**src/rtl/stream_prefetcher_pkg.sv**
```systemverilog
// Shared cache types and constants for the stream prefetcher.
package stream_prefetcher_pkg;

    typedef logic [31:0] phys_t;
    typedef logic [7:0]  uint8_t;

    localparam int unsigned PAGE_BYTES = 4096;

    localparam logic [1:0] AXI_BURST_INCR = 2'b01;
    localparam logic [2:0] AXI_SIZE_4B    = 3'b010;

    typedef enum logic [2:0] {
        SP_IDLE,
        SP_WAIT_ARREADY,
        SP_RECEIVING,
        SP_FLUSH_WAIT_ARREADY,
        SP_FLUSH_RECEIVING
    } sp_state_t;

endpackage

```
**src/rtl/axi3_rd_if.sv**
```systemverilog
// AXI3 read address and read data channels, 32-bit data.
interface axi3_rd_if;
    import stream_prefetcher_pkg::*;

    logic [3:0]  arid;
    phys_t       araddr;
    logic [3:0]  arlen;
    logic [2:0]  arsize;
    logic [1:0]  arburst;
    logic [1:0]  arlock;
    logic [3:0]  arcache;
    logic [2:0]  arprot;
    logic        arvalid;
    logic        arready;
    logic [3:0]  rid;
    logic [31:0] rdata;
    logic [1:0]  rresp;
    logic        rlast;
    logic        rvalid;
    logic        rready;

    modport master (
        output arid, araddr, arlen, arsize, arburst, arlock, arcache, arprot, arvalid, rready,
        input  arready, rid, rdata, rresp, rlast, rvalid
    );

    modport slave (
        input  arid, araddr, arlen, arsize, arburst, arlock, arcache, arprot, arvalid, rready,
        output arready, rid, rdata, rresp, rlast, rvalid
    );

endinterface

```
**src/rtl/stream_prefetcher_line_fifo.sv**
```systemverilog
// DEPTH-entry FIFO of (label, line) pairs; lines are assembled word by word in the tail slot.
module sp_line_fifo #(
    parameter  int unsigned LABEL_WIDTH = 27,
    parameter  int unsigned LINE_WIDTH  = 256,
    parameter  int unsigned DEPTH       = 4,
    localparam int unsigned PTR_W       = $clog2(DEPTH),
    localparam int unsigned CNT_W       = PTR_W + 1,
    localparam int unsigned BEATS       = LINE_WIDTH / 32,
    localparam int unsigned BEAT_W      = (BEATS > 1) ? $clog2(BEATS) : 1
) (
    input  logic                   clk,
    input  logic                   rst,
    input  logic                   flush,
    input  logic                   word_we,
    input  logic [BEAT_W-1:0]      word_idx,
    input  logic [31:0]            word_data,
    input  logic                   push,
    input  logic [LABEL_WIDTH-1:0] push_label,
    input  logic                   pop,
    output logic                   head_vld,
    output logic [LABEL_WIDTH-1:0] head_label,
    output logic [LINE_WIDTH-1:0]  head_data,
    output logic [CNT_W-1:0]       count
);

    logic [LABEL_WIDTH-1:0] labels [DEPTH];
    logic [LINE_WIDTH-1:0]  lines  [DEPTH];
    logic [PTR_W-1:0]       head;
    logic [PTR_W-1:0]       tail;
    logic                   pop_ok;

    assign pop_ok     = pop & (count != '0);
    assign head_vld   = (count != '0);
    assign head_label = labels[head];
    assign head_data  = lines[head];

    always_ff @(posedge clk) begin
        if (rst || flush) begin
            head  <= '0;
            tail  <= '0;
            count <= '0;
        end else begin
            if (push)
                tail <= tail + PTR_W'(1);
            if (pop_ok)
                head <= head + PTR_W'(1);
            count <= count + CNT_W'(push) - CNT_W'(pop_ok);
        end
    end

    // Storage carries no reset; validity is tracked solely by count.
    always_ff @(posedge clk) begin
        if (word_we)
            lines[tail][32*int'(word_idx) +: 32] <= word_data;
        if (push)
            labels[tail] <= push_label;
    end

endmodule

```
**src/rtl/stream_prefetcher.sv**
```systemverilog
// Sequential-line stream prefetcher with a DEPTH-line FIFO fed over its own AXI3 read ID.
// Optional STREAM_PREFETCHER_PAGE_STOP_EN: stop fetching at 4 KiB page boundaries.
module stream_prefetcher
    import stream_prefetcher_pkg::*;
#(
    parameter  int unsigned LINE_WIDTH       = 256,
    parameter  int unsigned DEPTH            = 4,
    parameter  int unsigned ARID             = 2,
    localparam int unsigned LINE_BYTE_OFFSET = $clog2(LINE_WIDTH / 8),
    localparam int unsigned LABEL_WIDTH      = $bits(phys_t) - LINE_BYTE_OFFSET
) (
    input  logic                   clk,
    input  logic                   rst,
    input  logic [LABEL_WIDTH-1:0] miss_label,
    input  logic                   miss_vld,
    input  logic [LABEL_WIDTH-1:0] probe_label,
    input  logic                   probe_vld,
    input  logic                   inv,
    output logic                   hit,
    output logic [LINE_WIDTH-1:0]  hit_data,
    output logic                   busy,
    axi3_rd_if.master              axi
);

    localparam int unsigned BEATS  = LINE_WIDTH / 32;
    localparam int unsigned BEAT_W = (BEATS > 1) ? $clog2(BEATS) : 1;
    localparam int unsigned CNT_W  = $clog2(DEPTH) + 1;

    sp_state_t              state, state_n;
    logic [LABEL_WIDTH-1:0] next_label, cur_label, fetch_label;
    logic [BEAT_W-1:0]      beat;
    logic                   stopped, page_stop;
    logic                   arvalid_q, rready_q, busy_q;
    logic                   restart, kill, issue, ar_hs, r_hs, word_we, commit;
    logic                   head_vld;
    logic [LABEL_WIDTH-1:0] head_label;
    logic [CNT_W-1:0]       count;
    logic                   unused_ok;

    assign hit     = probe_vld & head_vld & (head_label == probe_label);
    assign restart = miss_vld & ~hit;
    assign kill    = inv | restart;
    assign ar_hs   = axi.arvalid & axi.arready;
    assign r_hs    = axi.rvalid & axi.rready;
    assign word_we = (state == SP_RECEIVING) & r_hs & ~kill;
    assign commit  = word_we & axi.rlast;

    assign fetch_label = restart ? miss_label + LABEL_WIDTH'(1) : next_label;
    assign issue = (state == SP_IDLE) & ~inv &
                   (restart | (~stopped & (count < CNT_W'(DEPTH))));

`ifdef STREAM_PREFETCHER_PAGE_STOP_EN
    localparam int unsigned PAGE_LINE_BITS = $clog2(PAGE_BYTES) - LINE_BYTE_OFFSET;
    logic [LABEL_WIDTH-1:0] label_inc;
    assign label_inc = cur_label + LABEL_WIDTH'(1);
    assign page_stop = (label_inc[PAGE_LINE_BITS-1:0] == '0);
`else
    assign page_stop = 1'b0;
`endif

    always_comb begin
        state_n = state;
        case (state)
            SP_IDLE:               if (issue) state_n = SP_WAIT_ARREADY;
            SP_WAIT_ARREADY:       if (kill) state_n = ar_hs ? SP_FLUSH_RECEIVING : SP_FLUSH_WAIT_ARREADY;
                                   else if (ar_hs) state_n = SP_RECEIVING;
            SP_RECEIVING:          if (r_hs && axi.rlast) state_n = SP_IDLE;
                                   else if (kill) state_n = SP_FLUSH_RECEIVING;
            SP_FLUSH_WAIT_ARREADY: if (ar_hs) state_n = SP_FLUSH_RECEIVING;
            SP_FLUSH_RECEIVING:    if (r_hs && axi.rlast) state_n = SP_IDLE;
            default:               state_n = SP_IDLE;
        endcase
    end

    always_ff @(posedge clk) begin
        if (rst) begin
            state      <= SP_IDLE;
            arvalid_q  <= 1'b0;
            rready_q   <= 1'b0;
            busy_q     <= 1'b0;
            next_label <= '0;
            cur_label  <= '0;
            beat       <= '0;
            stopped    <= 1'b1;
        end else begin
            state     <= state_n;
            arvalid_q <= (state_n inside {SP_WAIT_ARREADY, SP_FLUSH_WAIT_ARREADY});
            rready_q  <= (state_n inside {SP_RECEIVING, SP_FLUSH_RECEIVING});
            busy_q    <= (state_n != SP_IDLE);
            // The request address is frozen in cur_label so araddr holds steady while arvalid is up.
            if (issue)
                cur_label <= fetch_label;
            if (ar_hs)
                beat <= '0;
            else if (r_hs)
                beat <= beat + BEAT_W'(1);
            if (state == SP_WAIT_ARREADY && ar_hs && !kill)
                next_label <= cur_label + LABEL_WIDTH'(1);
            if (restart)
                next_label <= miss_label + LABEL_WIDTH'(1);
            if (inv)
                stopped <= 1'b1;
            else if (restart)
                stopped <= 1'b0;
            else if (state == SP_WAIT_ARREADY && ar_hs && page_stop)
                stopped <= 1'b1;
        end
    end

    sp_line_fifo #(
        .LABEL_WIDTH (LABEL_WIDTH),
        .LINE_WIDTH  (LINE_WIDTH),
        .DEPTH       (DEPTH)
    ) u_fifo (
        .clk        (clk),
        .rst        (rst),
        .flush      (kill),
        .word_we    (word_we),
        .word_idx   (beat),
        .word_data  (axi.rdata),
        .push       (commit),
        .push_label (cur_label),
        .pop        (hit),
        .head_vld   (head_vld),
        .head_label (head_label),
        .head_data  (hit_data),
        .count      (count)
    );

    assign busy        = busy_q;
    assign axi.arid    = 4'(ARID);
    assign axi.araddr  = {cur_label, {LINE_BYTE_OFFSET{1'b0}}};
    assign axi.arlen   = 4'(BEATS - 1);
    assign axi.arsize  = AXI_SIZE_4B;
    assign axi.arburst = AXI_BURST_INCR;
    assign axi.arlock  = '0;
    assign axi.arcache = '0;
    assign axi.arprot  = '0;
    assign axi.arvalid = arvalid_q;
    assign axi.rready  = rready_q;
    assign unused_ok   = ^{axi.rid, axi.rresp};

endmodule

```
**src/flat_wrapper.sv**
```systemverilog
// flat-port wrapper written by rule: the top's interface ports become plain ports
module stream_prefetcher_flat import stream_prefetcher_pkg::*;
#(
    parameter  int unsigned LINE_WIDTH       = 256,
    parameter  int unsigned DEPTH            = 4,
    parameter  int unsigned ARID             = 2,
    localparam int unsigned LINE_BYTE_OFFSET = $clog2(LINE_WIDTH / 8),
    localparam int unsigned LABEL_WIDTH      = $bits(phys_t) - LINE_BYTE_OFFSET
)
  (clk, rst, miss_label, miss_vld, probe_label, probe_vld, inv, hit, hit_data, busy, axi_arid, axi_araddr, axi_arlen, axi_arsize, axi_arburst, axi_arlock, axi_arcache, axi_arprot, axi_arvalid, axi_rready, axi_arready, axi_rid, axi_rdata, axi_rresp, axi_rlast, axi_rvalid);
  axi3_rd_if axi_i ();
  input  logic clk;
  input  logic rst;
  input  logic [LABEL_WIDTH-1:0] miss_label;
  input  logic miss_vld;
  input  logic [LABEL_WIDTH-1:0] probe_label;
  input  logic probe_vld;
  input  logic inv;
  output logic hit;
  output logic [LINE_WIDTH-1:0] hit_data;
  output logic busy;
  output wire logic [$bits(axi_i.arid)-1:0] axi_arid;
  output wire logic [$bits(axi_i.araddr)-1:0] axi_araddr;
  output wire logic [$bits(axi_i.arlen)-1:0] axi_arlen;
  output wire logic [$bits(axi_i.arsize)-1:0] axi_arsize;
  output wire logic [$bits(axi_i.arburst)-1:0] axi_arburst;
  output wire logic [$bits(axi_i.arlock)-1:0] axi_arlock;
  output wire logic [$bits(axi_i.arcache)-1:0] axi_arcache;
  output wire logic [$bits(axi_i.arprot)-1:0] axi_arprot;
  output wire logic [$bits(axi_i.arvalid)-1:0] axi_arvalid;
  output wire logic [$bits(axi_i.rready)-1:0] axi_rready;
  input wire logic [$bits(axi_i.arready)-1:0] axi_arready;
  input wire logic [$bits(axi_i.rid)-1:0] axi_rid;
  input wire logic [$bits(axi_i.rdata)-1:0] axi_rdata;
  input wire logic [$bits(axi_i.rresp)-1:0] axi_rresp;
  input wire logic [$bits(axi_i.rlast)-1:0] axi_rlast;
  input wire logic [$bits(axi_i.rvalid)-1:0] axi_rvalid;
  assign axi_arid = axi_i.arid;
  assign axi_araddr = axi_i.araddr;
  assign axi_arlen = axi_i.arlen;
  assign axi_arsize = axi_i.arsize;
  assign axi_arburst = axi_i.arburst;
  assign axi_arlock = axi_i.arlock;
  assign axi_arcache = axi_i.arcache;
  assign axi_arprot = axi_i.arprot;
  assign axi_arvalid = axi_i.arvalid;
  assign axi_rready = axi_i.rready;
  assign axi_i.arready = axi_arready;
  assign axi_i.rid = axi_rid;
  assign axi_i.rdata = axi_rdata;
  assign axi_i.rresp = axi_rresp;
  assign axi_i.rlast = axi_rlast;
  assign axi_i.rvalid = axi_rvalid;
  stream_prefetcher #(.LINE_WIDTH(LINE_WIDTH), .DEPTH(DEPTH), .ARID(ARID)) u_core (.clk(clk), .rst(rst), .miss_label(miss_label), .miss_vld(miss_vld), .probe_label(probe_label), .probe_vld(probe_vld), .inv(inv), .hit(hit), .hit_data(hit_data), .busy(busy), .axi(axi_i));
endmodule
```
**config.mk**
```make
export PLATFORM = sky130hd
export DESIGN_NAME = stream_prefetcher_flat
export DESIGN_NICKNAME = d
export VERILOG_FILES = /design/src/rtl/stream_prefetcher_pkg.sv /design/src/rtl/axi3_rd_if.sv /design/src/rtl/stream_prefetcher_line_fifo.sv /design/src/rtl/stream_prefetcher.sv /design/src/flat_wrapper.sv
export SDC_FILE = /design/constraint.sdc
export NUM_CORES = 1
export LEC_CHECK = 0
export BUFFER_PORTS_ARGS = -buffer_cell sky130_fd_sc_hd__buf_4
export CORE_UTILIZATION = 64
export DETAILED_ROUTE_END_ITERATION = 10
export GPL_TIMING_DRIVEN = 1
export HOLD_SLACK_MARGIN = 0.02
export PLACE_DENSITY = 0.85
export SYNTH_ARGS = -nofsm -noshare
export SYNTH_HDL_FRONTEND = slang
export SYNTH_SLANG_ARGS = --single-unit
```
**constraint.sdc**
```tcl
create_clock -name clk -period 11 [get_ports clk]
set_input_delay 1.1 -clock clk [delete_from_list [all_inputs] [get_ports clk]]
set_output_delay 1.1 -clock clk [all_outputs]
set_load 0.02 [all_outputs]
```
== Word level (Yosys, flattened, before mapping) ==
Memory sizes are Yosys's and may differ from the RTL's. A register that Yosys moved wholly into a read port is not among the register bits.
Cells that the tools add are included.
Cells by class
  shift-type cells: 2
  $add $sub $neg: 8
  order comparisons: 1
  reductions and logical operators: 13
  muxes and demuxes: 20
  bitwise operators: 18
  equal/unequal tests: 9
Operators by type and width (count)
  256-bit two-way mux: 1
  32-bit by 33-bit variable shift with 256-bit output (first input constant): 1
  32-bit by 33-bit variable part select with 256-bit output: 1
  27-bit two-way mux: 3
  27-bit by 1-bit adder with 27-bit output (second input constant): 2
  8-bit negator with 33-bit output: 1
  27-bit == test: 1
  3-bit two-way mux: 8
  3-bit one-hot mux with 5 select lines: 1
  1-bit bitwise AND: 12
  3-bit by 2-bit == test with 1-bit output (second input constant): 4
  2-bit two-way mux: 4
  3-bit by 1-bit == test with 1-bit output (second input constant): 2
  3-bit == test (second input constant): 2
  2-bit nonzero test: 3
  3-bit nonzero test: 2
  2-bit by 1-bit adder with 2-bit output (second input constant): 2
  1-bit NOT: 4
  2-bit OR reduction: 2
  3-bit by 1-bit adder with 3-bit output: 1
  3-bit by 1-bit adder with 3-bit output (second input constant): 1
  1-bit logical AND: 3
  3-bit zero test: 1
  3-bit less-than comparator (second input constant): 1
  other kinds (5): 8
Word-level totals
  input port bits: 100
  logic and storage cells: 84
  output and inout bits: 314
  bits in writable memories: 1132
  memories: 2
  register bits after elaboration: 71
Memories
  u_core.u_fifo.lines: depth 4, width 256, rd ports 1, clocked after Yosys merged registers in 1, wr ports 1, RTL line stream_prefetcher_line_fifo.sv:27  | logic [LINE_WIDTH-1:0] lines [DEPTH];
  u_core.u_fifo.labels: depth 4, width 27, rd ports 1, clocked after Yosys merged registers in 1, wr ports 1, RTL line stream_prefetcher_line_fifo.sv:26  | logic [LABEL_WIDTH-1:0] labels [DEPTH];

== Depth between registers and ports, before layout ==
  depth in word-level cells: 11
  depth in mapped cells: 19

== Modules after synthesis ==
From an unflattened synthesis, not the netlist that was laid out.
Second synthesis, totals
  cell total of the unflattened synthesis: 2505
  area total of the unflattened synthesis: 48221.2 µm²
Modules (own cells, without submodules)
  sp_line_fifo: instances 1, area an instance 43625.6 µm², cells an instance 1975
  stream_prefetcher: instances 1, area an instance 4595.7 µm², cells an instance 530

== Least setup slack after synthesis ==
Ideal clock, no wire load.
  path kind: input to output
  start: in probe_label[18]
  end: out hit
  stages on the path: 5
  setup slack: 6.408 ns
  buffers on the path: 0
  data required time: 9.900 ns
  data arrival time: 3.492 ns
  cells stage by stage: xnor2_1 a2111oi_0 a2bb2o_1 or4_1 a2111oi_0
On the way
  longest elaborated chain between the ends: 2
Ends and longest elaborated chain
  start: declaration: RTL line flat_wrapper.sv:16  | input logic [LABEL_WIDTH-1:0] probe_label;
  27-bit == test: RTL line stream_prefetcher.sv:40  | assign hit = probe_vld & head_vld & (head_label == probe_label);
  1-bit bitwise AND: RTL line stream_prefetcher.sv:40
  end: declaration: RTL line flat_wrapper.sv:19  | output logic hit;
No other way between the ends.

==> impl_metrics.tcl <==
set metrics [dict create \
    status "finished, final reports clean" \
    cts_tree "built" \
    globalRouteTotalUtil_pct 32.3 \
    core_area_um2 73500 \
    wl_mm 122 \
    ys_seq_area_share_pct 74.0 \
    place_hpwl_mm 72.3 \
    drc 0 \
    crit_path_start_kind "register" \
    path_max_fanout 53 \
    dieArea_um2 75900 \
    slew_violations 0 \
    worst_pin_slew_ns 1.17 \
    cts_hold_buf 0 \
    area_growth_pct 16.0 \
    rsz0062_at_grt "false" \
    yosysWarnings 0 \
    ys_types 75 \
    ys_ff_latch 1205 \
    yosysTopAreaCell "edfxtp_1" \
    io_buffers 380 \
    grt-ovfl-total 0 \
    powerDensity_nw_per_um2 165 \
    crit_slowest_cell "buf_4" \
    antenna_found_initial 10 \
    yosys-top-cells-area "edfxtp_1, mux4_2, dfxtp_1" \
    finalSetupViolations 0 \
    utilization_pct 75.6 \
    async_flop_share_pct 0 \
    finalHoldViolations 0 \
    synth_commonest_cells "edfxtp_1, mux4_2, nor2_1, and2_1, mux2i_1" \
    p_leak_nw 18.1 \
    setup_tns_ns 0 \
    ant_nets 0 \
    rows 99 \
    drive_gt1_share_pct 31.1 \
    fmax_mhz 157 \
    required_ns 9.90 \
    syn_inst 2512 \
    path_clk_slew_ns 0.06 \
    met2_usage_pct 51.3 \
    postCtsSetupRepairBufs 0 \
    grt_pass1_vias 26300 \
    path_cells "buf_4 -> buf_4 -> buf_4 -> mux4_2 -> buf_4" \
    cts_root_buffer "clkbuf_16" \
    netlist_area_um2 47900 \
    max-cap-violations 0 \
    synth_top_area_share_pct 71.0 \
    clock-sinks 1205 \
    met1_usage_pct 41.6 \
    fp.dieH_um 276 \
    worstHoldStart "u_core.stopped" \
    post-route-period-util_pct 58.0 \
    cts_buffers 113 \
    yosysMostFrequentCell "edfxtp_1" \
    num_vias 26200 \
    io-pin-count 414 \
    grt_max_degree 76 \
    fin_nets 3043 \
    critPathTopFamily "buffers and inverters" \
    wl_per_cell_um 30.6 \
    drtPass1Iterations 6 \
    cp_num_buf_inv 4 \
    die_w_um 276 \
    post-route-min-period_ns 6.38 \
    synth_area_per_cell_um2 19.1 \
    worstHoldPathType "reg2reg" \
    grtUsageMet3_pct 9.51 \
    gp_congestion 0.846 \
    grt-busiest-layer "met2" \
    cp.arrival_ns 5.28 \
    htree_levels 3 \
    grt_pass1_wl_mm 174 \
    end_kind "primary output" \
    drt-initial-drc-count 2873 \
    clockBufferDepth 3 \
    max-vdd-ir-drop_mv 0.145 \
    synth_flop_cell "edfxtp_1" \
    crit_path_max_incr_delay_ns 0.91 \
    cts_resized 0 \
    skew_ns 0.0394 \
    max-slew-margin-rel_pct 21.8 \
    critPathKind "reg2out" \
    clk_latency_ns 0.68 \
    start_util_pct 65.2 \
    cp_common_cell "buf_4" \
    routed_via_density 6.55 \
    synth_enable_flop_cells 1132 \
]
==> registers in the layout, indices dropped and copies added (netlist names), named ones only <==
| signal | count |
|---|---|
| u_core.axi.arvalid | 1 |
| u_core.u_fifo.lines | 1024 |
| u_core.u_fifo.tail | 2 |
| u_core.cur_label | 27 |
| u_core.u_fifo.head | 2 |
| u_core.u_fifo.count | 3 |
| u_core.next_label | 27 |
| u_core.stopped | 1 |
| u_core.axi.rready | 1 |
| u_core.beat | 3 |
| u_core.busy | 1 |
| u_core.u_fifo.labels | 108 |
| u_core.state | 3 |
==> final timing paths <==
| path | endpoint | slack, ns | cells after the start |
|---|---|---|---|
| min | u_core.stopped | 0.44 | 2 |
| max | hit_data[125] | 4.62 | 5 |
| min reg2reg | u_core.stopped | 0.44 | 2 |
| max reg2reg | u_core.u_fifo.count[2] | 5.35 | 14 |
==> where the power goes <==
part           switching [W]  internal, W
combinational       0.000147    0.0000757
sequential         0.0000254      0.00498
clock                0.00169      0.00226
total                0.00186      0.00731
==> per-stage QoR <==
stage / hold WS (ns) / instance area [um2] / worst slack [ns] / instances / total power (W)
5_1_grt: 0.465 / 55500 / 4.17 / 3985 / 0.00938
3_5_place_dp: 0.434 / 51800 / 5.18 / 3775 / 0.00532
4_1_cts: 0.444 / 55500 / 4.44 / 3985 / 0.00919
2_1_floorplan: 0.423 / 48000 / 6.41 / 2537 / 0.00521
6_report: 0.443 / 55500 / 4.62 / 3997 / 0.00917
3_3_place_gp: 0.431 / 51800 / 5.16 / 3775 / 0.00531
==> worst reg2reg max path, cell delays in order (launching register included) <==
cell and delay (ns):
dfxtp_4 0.89, buf_4 0.92, mux4_2 0.70, xor2_1 0.16
a211oi_1 0.37, and2_1 0.29, nand2_1 0.10, a2111oi_0 0.68
ha_1 0.26, inv_1 0.05, ha_1 0.21, fa_1 0.41
xnor2_1 0.23, xnor2_1 0.17, nor2_1 0.07
==> cell usage in the layout (no fill, tap or decap), drive strengths merged, types with 9 or more instances in the layout <==
master  instances
edfxtp       1132
buf           429
mux4          269
nor2          214
clkbuf        147
and2          143
mux2i          75
dfxtp          73
nand2          68
xnor2          45
clkinv         45
nand3          40
o21ai          35
a21oi          34
nand3b         31
xor2           28
conb           27
inv            20
and3           19
nor3           19
bufinv         13
diode          12
ha             11
nand4           9
a211oi          9
==> area by class of cell <==
| class | instances | area, um2 |
|---|---|---|
| flip-flops and latches | 1205 | 35500 |
| fillers | 3921 | 17900 |
| multi-input cells | 1164 | 11800 |
| repair buffers | 429 | 3220 |
| clock buffers | 147 | 3040 |
| well taps | 959 | 1200 |
| clock inverters | 63 | 704 |
| inverters | 18 | 67.6 |
| diodes | 12 | 30.0 |
==> routing by layer <==
metal | wire [um] | vias up
li1 | - | 10800
met1 | 42000 | 13300
met2 | 59600 | 1787
met3 | 14800 | 303
met4 | 5910 | 2
met5 | 13 | -
==> kinds of logic after synthesis <==
kind of cell / Yosys count / share of synthesized area, %
compound gates: 123 / 1.85
buf+inv: 168 / 1.87
fa+ha+maj: 12 / 0.329
xor+xnor: 73 / 1.33
mux: 345 / 14.2
other cells: 2 / 0.0157
flops: 1205 / 74.0
simple gates: 584 / 6.34
Power figures use the tool's default switching activity.
